### config.mk
export PLATFORM = sky130hd
export DESIGN_NAME = sdram_rr_arbiter
export DESIGN_NICKNAME = d
export VERILOG_FILES = /design/src/rtl/sdram_rr_arbiter.sv
export SDC_FILE = /design/constraint.sdc
export NUM_CORES = 1
export LEC_CHECK = 0
export CAP_MARGIN = 20
export CORE_MARGIN = 2
export CORE_UTILIZATION = 46
export DETAILED_ROUTE_END_ITERATION = 10
export PLACE_DENSITY = 0.88
export SLEW_MARGIN = 15
export SYNTH_ARGS = -nofsm -noshare
export SYNTH_HDL_FRONTEND = slang
export SYNTH_SLANG_ARGS = --single-unit
### constraint.sdc
create_clock -name clk -period 9.3 [get_ports clk]
set_input_delay 2.325 -clock clk [delete_from_list [all_inputs] [get_ports clk]]
set_output_delay 2.325 -clock clk [all_outputs]
set_load 0.01 [all_outputs]
### src/rtl/sdram_rr_arbiter.sv
// Round-robin arbiter sharing one SDRAM controller port between NUM_PORTS requesters.
// Latches the winner's command, holds SDRAM_as until done (or watchdog abort), then forces a release gap.
//
// state      | meaning
// -----------+--------------------------------------------------------------
// ST_IDLE    | waiting for SDRAM_ready and any req_as; grants the round-robin winner
// ST_BUSY    | SDRAM_as high with latched command; waiting for SDRAM_done or timeout
// ST_RELEASE | SDRAM_as low; waits for SDRAM_done to drop before re-arbitrating
module sdram_rr_arbiter #(
    parameter int NUM_PORTS = 5,
    parameter int TIMEOUT   = 64
) (
    input  logic                    clk,
    input  logic                    rst_l,
    input  logic [NUM_PORTS-1:0]    req_as,
    input  logic [NUM_PORTS-1:0]    req_rw,
    input  logic [NUM_PORTS*23-1:0] req_addr,
    input  logic [NUM_PORTS*16-1:0] req_wdata,
    output logic [NUM_PORTS-1:0]    req_done,
    output logic [NUM_PORTS-1:0]    req_err,
    output logic [15:0]             req_rdata,
    output logic                    grant_valid,
    output logic [3:0]              grant_idx,
    input  logic                    SDRAM_ready,
    output logic                    SDRAM_as,
    output logic                    SDRAM_rw,
    output logic [22:0]             SDRAM_addr,
    output logic [15:0]             SDRAM_data_write,
    input  logic [15:0]             SDRAM_data_read,
    input  logic                    SDRAM_done
);

    localparam int                CTR_W     = $clog2(TIMEOUT);
    localparam logic [3:0]        LAST_PORT = 4'(NUM_PORTS - 1);
    localparam logic [CTR_W-1:0]  CTR_LIMIT = CTR_W'(TIMEOUT - 1);

    typedef enum logic [1:0] {
        ST_IDLE    = 2'd0,
        ST_BUSY    = 2'd1,
        ST_RELEASE = 2'd2
    } state_t;

    state_t               state_q, state_d;
    logic [3:0]           ptr_q, ptr_d;
    logic [CTR_W-1:0]     ctr_q, ctr_d;
    logic [3:0]           gidx_q, gidx_d;
    logic                 as_q, as_d;
    logic                 gv_q, gv_d;
    logic                 rw_q, rw_d;
    logic [22:0]          addr_q, addr_d;
    logic [15:0]          wdata_q, wdata_d;
    logic [15:0]          rdata_q, rdata_d;
    logic [NUM_PORTS-1:0] done_q, done_d;
    logic [NUM_PORTS-1:0] err_q, err_d;

    // Requester inputs padded to 16 slots so a 4-bit index selects them directly.
    logic [15:0] as_pad;
    logic [15:0] rw_pad;
    logic [22:0] addr_arr [16];
    logic [15:0] wdata_arr [16];

    always_comb begin
        as_pad = '0;
        rw_pad = '0;
        for (int i = 0; i < 16; i++) begin
            addr_arr[i]  = '0;
            wdata_arr[i] = '0;
        end
        for (int i = 0; i < NUM_PORTS; i++) begin
            as_pad[i]    = req_as[i];
            rw_pad[i]    = req_rw[i];
            addr_arr[i]  = req_addr[23*i +: 23];
            wdata_arr[i] = req_wdata[16*i +: 16];
        end
    end

    // Scan from ptr downwards in priority so the port closest to ptr wins.
    logic       win_found;
    logic [3:0] win_idx;
    logic [4:0] cand;

    always_comb begin
        win_found = 1'b0;
        win_idx   = '0;
        cand      = '0;
        for (int k = NUM_PORTS - 1; k >= 0; k--) begin
            cand = {1'b0, ptr_q} + 5'(k);
            if (cand >= 5'(NUM_PORTS)) begin
                cand = cand - 5'(NUM_PORTS);
            end
            if (as_pad[cand[3:0]]) begin
                win_found = 1'b1;
                win_idx   = cand[3:0];
            end
        end
    end

    logic [NUM_PORTS-1:0] grant_onehot;
    logic [3:0]           ptr_after;

    assign grant_onehot = NUM_PORTS'(1) << gidx_q;
    assign ptr_after    = (gidx_q == LAST_PORT) ? 4'd0 : gidx_q + 4'd1;

    always_comb begin
        state_d = state_q;
        ptr_d   = ptr_q;
        ctr_d   = ctr_q;
        gidx_d  = gidx_q;
        as_d    = as_q;
        gv_d    = gv_q;
        rw_d    = rw_q;
        addr_d  = addr_q;
        wdata_d = wdata_q;
        rdata_d = rdata_q;
        done_d  = '0;
        err_d   = '0;

        case (state_q)
            ST_IDLE: begin
                if (SDRAM_ready && win_found) begin
                    rw_d    = rw_pad[win_idx];
                    addr_d  = addr_arr[win_idx];
                    wdata_d = wdata_arr[win_idx];
                    gidx_d  = win_idx;
                    as_d    = 1'b1;
                    gv_d    = 1'b1;
                    ctr_d   = '0;
                    state_d = ST_BUSY;
                end
            end
            ST_BUSY: begin
                // Completion takes priority over a watchdog expiring on the same cycle.
                if (SDRAM_done) begin
                    rdata_d = SDRAM_data_read;
                    done_d  = grant_onehot;
                    as_d    = 1'b0;
                    gv_d    = 1'b0;
                    ptr_d   = ptr_after;
                    state_d = ST_RELEASE;
                end else if (ctr_q == CTR_LIMIT) begin
                    err_d   = grant_onehot;
                    as_d    = 1'b0;
                    gv_d    = 1'b0;
                    ptr_d   = ptr_after;
                    state_d = ST_RELEASE;
                end else begin
                    ctr_d = ctr_q + CTR_W'(1);
                end
            end
            ST_RELEASE: begin
                if (!SDRAM_done) begin
                    state_d = ST_IDLE;
                end
            end
            default: begin
                state_d = ST_IDLE;
            end
        endcase
    end

    always_ff @(posedge clk or negedge rst_l) begin
        if (!rst_l) begin
            state_q <= ST_IDLE;
            ptr_q   <= '0;
            ctr_q   <= '0;
            gidx_q  <= '0;
            as_q    <= 1'b0;
            gv_q    <= 1'b0;
            rw_q    <= 1'b0;
            addr_q  <= '0;
            wdata_q <= '0;
            rdata_q <= '0;
            done_q  <= '0;
            err_q   <= '0;
        end else begin
            state_q <= state_d;
            ptr_q   <= ptr_d;
            ctr_q   <= ctr_d;
            gidx_q  <= gidx_d;
            as_q    <= as_d;
            gv_q    <= gv_d;
            rw_q    <= rw_d;
            addr_q  <= addr_d;
            wdata_q <= wdata_d;
            rdata_q <= rdata_d;
            done_q  <= done_d;
            err_q   <= err_d;
        end
    end

    assign req_done         = done_q;
    assign req_err          = err_q;
    assign req_rdata        = rdata_q;
    assign grant_valid      = gv_q;
    assign grant_idx        = gidx_q;
    assign SDRAM_as         = as_q;
    assign SDRAM_rw         = rw_q;
    assign SDRAM_addr       = addr_q;
    assign SDRAM_data_write = wdata_q;

endmodule
=== After elaboration in Yosys (flattened, before gate mapping) ===
Cells that the tools add are included.

* Register bits after elaboration: 83
* Input port bits: 225
* Output and inout port bits: 72
* Word-level logic and storage cells: 109

* Add/sub/neg operators: 11
* $lt $le $gt $ge: 12
* Eq/ne operators: 9
* Shifts and indexed selects: 1
* Multiplexer cells: 54
* Bitwise gates (word level): 1
* Reduce and logical (&&, ||, !) cells: 10

{| class="wikitable"
|+ Operators by type and width
! operator !! count
|-
| binary-select mux 23 bit (select 4 bit) || 1
|-
| binary-select mux 16 bit (select 4 bit) || 1
|-
| two-way mux 4 bit || 13
|-
| two-way mux 23 bit || 2
|-
| two-way mux 16 bit || 2
|-
| less-than comparator 4 x 5 -> 1 bit (second input constant) || 6
|-
| two-way mux 5 bit || 5
|-
| binary-select mux 1 bit (select 4 bit) || 6
|-
| greater-or-equal comparator 5 x 3 -> 1 bit (second input constant) || 4
|-
| subtractor 4 x 3 -> 4 bit (second input constant) || 5
|-
| two-way mux 6 bit || 3
|-
| two-way mux 1 bit || 14
|-
| one-hot mux 6 bit (2 select lines) || 1
|-
| adder 4 x 2 -> 5 bit (second input constant) || 2
|-
| two-way mux 2 bit || 4
|-
| != test 2 bit (second input constant) || 4
|-
| adder 6 x 1 -> 6 bit (second input constant) || 1
|-
| == test 6 bit (second input constant) || 1
|-
| one-hot mux 2 bit (3 select lines) || 1
|-
| AND reduction 2 bit || 3
|-
| AND reduction 3 bit || 2
|-
| adder 4 x 1 -> 5 bit (second input constant) || 1
|-
| adder 4 x 3 -> 5 bit (second input constant) || 1
|-
| greater-or-equal comparator 5 bit (second input constant) || 1
|-
| 13 further kinds || 14
|}

=== Depth between registers and ports, before layout ===
* Word-level depth: 14
* Depth in mapped cells: 18

=== Least setup slack after synthesis ===
No wires, ideal clock.

* Path kind: input -> register
* Start: in req_as[0]
* End: reg addr_q[14] (netlist: SDRAM_addr[14])
* Library setup time: 0.142 ns
* Arrival time: 4.903 ns
* Required time: 9.158 ns
* Setup slack: 4.254 ns
* Stages: 12
* Path buffers: 2
* Path through: mux2_1 -> mux2_2 -> or3_4 -> a21oi_4 -> o211ai_1 -> a211o_1 -> a32oi_1 -> buf_4 -> buf_6 -> mux2i_1 -> a2bb2oi_2 -> o221ai_1

* Cells in the longest elaborated chain, start to end: 11
* Elaborated cells on any way between the ends: 26
* Those cells by class: mux: 23; bitwise: 1; reduce/logical: 2

{| class="wikitable"
|+ Ends and longest elaborated chain
! element !! line !! text
|-
| from (decl) || 15 || <nowiki>input logic [NUM_PORTS-1:0] req_as,</nowiki>
|-
| binary-select mux 1 bit (select 4 bit) || 91 || <nowiki>if (as_pad[cand[3:0]]) begin</nowiki>
|-
| two-way mux 1 bit (not written as such) || 91 ||
|-
| two-way mux 4 bit (5 in a row) || 91 ||
|-
| NOT 4 -> 5 bit (not written as such) || 122 || <nowiki>addr_d = addr_arr[win_idx];</nowiki>
|-
| binary-select mux 23 bit (select 4 bit) || 122 ||
|-
| two-way mux 23 bit (not written as such) (2 in a row) || 122 ||
|-
| to (signal assigned) || 183 || <nowiki>addr_q <= addr_d;</nowiki>
|-
| to (decl) || 50 || <nowiki>logic [22:0] addr_q, addr_d;</nowiki>
|}

Parallel ways exist; a longest one is shown, timed or not. The select of a mux whose other input is x is not followed.
A chain may end at the register's enable or synchronous reset.

=== Worst setup path in the final report ===
* Start: in req_as[0]
* End: reg addr_q[16] (netlist: SDRAM_addr[16])

Same word-level chain as after synthesis.

==> flow_metrics.py <==
metrics = {
    "placed_design": {
        "place_area_um2": 9420,
        "preCtsSetupSlack_ns": 2.64,
        "hpwl_um": 16500,
        "placement.io_buffers": 296,
        "place_congestion": 0.934,
    },
    "logic_synthesis": {
        "ys_types": 73,
        "ys.flop_type": "dfrtp_1",
        "synth_edf_count": 0,
        "netlist_area_um2": 6390,
        "ys_seq_area_share_pct": 32.5,
        "syn_nets": 889,
        "syn_avg_cell_area_um2": 9.96,
        "synth_seq_cells": 83,
        "ys_async_sr_fraction_pct": 100,
        "ys_warn_count": 0,
        "synthCells": 642,
    },
    "grt": {
        "grt_pass1_wl_um": 34100,
        "grt_pass1_vias": 6217,
        "grt_max_degree": 77,
        "track_usage_pct": 29.5,
        "overflow": 0,
        "antenna_found_initial": 0,
    },
    "clock_tree": {
        "cts_resized": 0,
        "clk_pin_slew_ns": 0.07,
        "numCtsBuffers": 9,
        "clk_latency_ns": 0.34,
        "cts_root_buf": "clkbuf_16",
        "cts_tree": "yes",
        "clock_path_buffers": 2,
        "cts_hold_buf": 0,
        "post_cts_buffers": 0,
        "cts_max_level": 3,
        "cts_sinks": 83,
    },
    "floorplan": {
        "io_pins": 297,
        "die_h_um": 122,
        "die_area_um2": 14900,
        "die_w_um": 122,
        "initial_utilization_pct": 46.6,
        "rows": 43,
        "coreArea_um2": 13700,
    },
    "final_layout": {
        "antenna_cells": 0,
        "drive_above_1_share_pct": 8.93,
        "mostFrequentLayoutCells": "clkdlybuf4s50_1 (295), mux2i_1 (91), dfrtp_1 (83), nand2_1 (65), nor2b_1 (41)",
        "final_common_cell": "clkdlybuf4s50_1",
        "syn_to_final_growth_pct": 51.7,
        "fin_util_pct": 70.7,
        "nNetsFinal": 1160,
        "postLayoutCellArea_um2": 9700,
    },
    "sta": {
        "relSlewSlack_pct": 30.8,
        "finalCritPeriodShare_pct": 68.1,
        "worst_slew_pin_slew_ns": 1.04,
        "finClkSkew_ns": 0.0120,
        "fin_ws_ns": 2.96,
        "setup_tns_ns": 0,
        "holdWs_ns": 0.484,
        "rsz0062_at_grt": "false",
        "finalHoldViolations": 0,
        "clock.fmax_mhz": 158,
        "finalSetupViolCount": 0,
        "drv_slew": 0,
        "fin_crit_ns": 6.34,
    },
    "detailed_routing": {
        "drt_iter0_markers": 550,
        "vias_per_cell": 5.83,
        "routed-via-count": 6405,
        "drt-total-wl_um": 22200,
        "wl_per_cell_um": 20.3,
        "drcViolationCount": 0,
        "first_pass_iters": 5,
        "ant_nets": 0,
    },
    "pwr": {
        "p_per_area_nw_per_um2": 530,
        "peakVddDrop_mv": 0.422,
        "p_sw_share_pct": 48.5,
        "power_leakage_nw": 4.03,
        "internal_power_w": 0.00265,
        "clockPowerShare_pct": 6.6,
        "p_seq_share_pct": 12.7,
        "p_comb_share_pct": 80.7,
        "p_sw_w": 0.00250,
    },
    "critical_path": {
        "path_class": "input port to register",
        "critPathRequiredTime_ns": 9.48,
        "crit_fanout": 24,
        "cp-start-kind": "input port",
        "worstPathArrival_ns": 6.52,
        "critPathCaptureType": "register",
    },
    "min_path": {
        "hold_class": "register to register",
    },
    "status": {
        "outcome": "finished, final reports clean",
    },
    "flow_run": {
        "cap_violations": 0,
    },
}
final cells by class:
class,instances,area [um^2]
tap,180,225
clock inverter,6,47.5
timing repair buffer,304,3030
fill,1031,4020
clock buffer,10,229
multi-input combinational,503,4040
inverter,12,45.0
sequential,83,2080
state kept, by name, summed over array words and instances (netlist names):
register / cells
grant_idx: 4
SDRAM_addr: 23
req_err: 5
req_done: 5
grant_valid: 1
SDRAM_data_write: 16
ctr_q: 6
ptr_q: 4
state_q: 2
req_rdata: 16
SDRAM_rw: 1
logic make-up (layout without fill, tap and decap cells):
family,after synthesis,in the layout,synth area share (%)
buffers and inverters,56,332,4.99
AND/OR/NAND/NOR,196,196,15.5
flip-flops,83,83,32.5
multiplexers,118,118,19.4
AO/OA/AOI/OAI,150,150,20.8
XOR/XNOR,17,17,2.56
adder cells (fa/ha/maj),22,22,4.31
power groups by stage:
stage | sequential [W] | clock [W] | combinational [W]
floorplan | 0.000678 | 0 | 0.00317
global placement | 0.000643 | 0 | 0.00405
detailed placement | 0.000651 | 0 | 0.00414
CTS | 0.000650 | 0.000346 | 0.00415
global route | 0.000669 | 0.000361 | 0.00447
finish | 0.000652 | 0.000340 | 0.00415
cell usage after synthesis, types with 3 or more instances:
library cell   n  area [um^2]
clkbuf_1      22         82.6
and3_1         9         56.3
nor2b_1       41          257
nor3b_1        3         22.5
nand3_1        9         45.0
buf_6          9          101
o21ai_0        9         45.0
ha_1          22          275
mux2i_1       91          911
o31ai_1        3         22.5
mux2_2        23          259
o21ai_1        3         15.0
a221oi_1       3         26.3
nand2_1       66          248
xnor2_1       12          105
a21oi_2        3         26.3
dfrtp_1       83         2080
nor2_1        31          116
o221ai_1      40          350
nand2b_1       9         56.3
buf_2          6         30.0
xor2_1         3         26.3
buf_4          6         45.0
inv_1         10         37.5
a21oi_1       10         50.1
a2bb2oi_1     29          254
a2bb2oi_2     10          150
and2_1        10         62.6
a31oi_1        3         18.8
or3_1          4         25.0
o22ai_1        3         18.8
nor3_1         5         25.0
critical path, stage by stage:
cell and delay (ns):
clkdlybuf4s50_1 0.50, mux2_1 0.35, mux2_2 0.29, or3_4 0.40
a21oi_4 0.19, o211ai_1 0.12, a211o_1 0.34, a32oi_4 0.83
buf_4 0.52, mux2i_1 0.32, a2bb2oi_2 0.16, o221ai_1 0.15
per-stage QoR:
step	total power (W)	cells
2_1_floorplan	0.00384	642
3_3_place_gp	0.00470	1082
3_5_place_dp	0.00479	1082
4_1_cts	0.00515	1098
5_1_grt	0.00550	1098
6_report	0.00514	1098
worst paths after layout:
path	start	to	slack, ns	cells past startpoint
min reg2reg	SDRAM_addr[17]$_DFFE_PN0P_	SDRAM_addr[17]$_DFFE_PN0P_	0.48	2
max in group asynchronous	rst_l	SDRAM_addr[17]$_DFFE_PN0P_	6.28	2
min in group asynchronous	rst_l	req_err[3]$_DFF_PN0_	1.79	1
max reg2reg	ptr_q[1]$_DFFE_PN0P_	SDRAM_addr[16]$_DFFE_PN0P_	3.48	13
max	req_as[0]	SDRAM_addr[16]$_DFFE_PN0P_	2.96	12
min	SDRAM_addr[17]$_DFFE_PN0P_	SDRAM_addr[17]$_DFFE_PN0P_	0.48	2
metal layers:
metal	up-vias	global-route usage, %	part of all wire [%]
met2	325	50.0	51
li1	2954	-	-
met3	31	6.65	7.9
met1	3095	37.9	39
met5	-	0	0
met4	0	8.12	1.9
(Power assumes the default switching activity.)
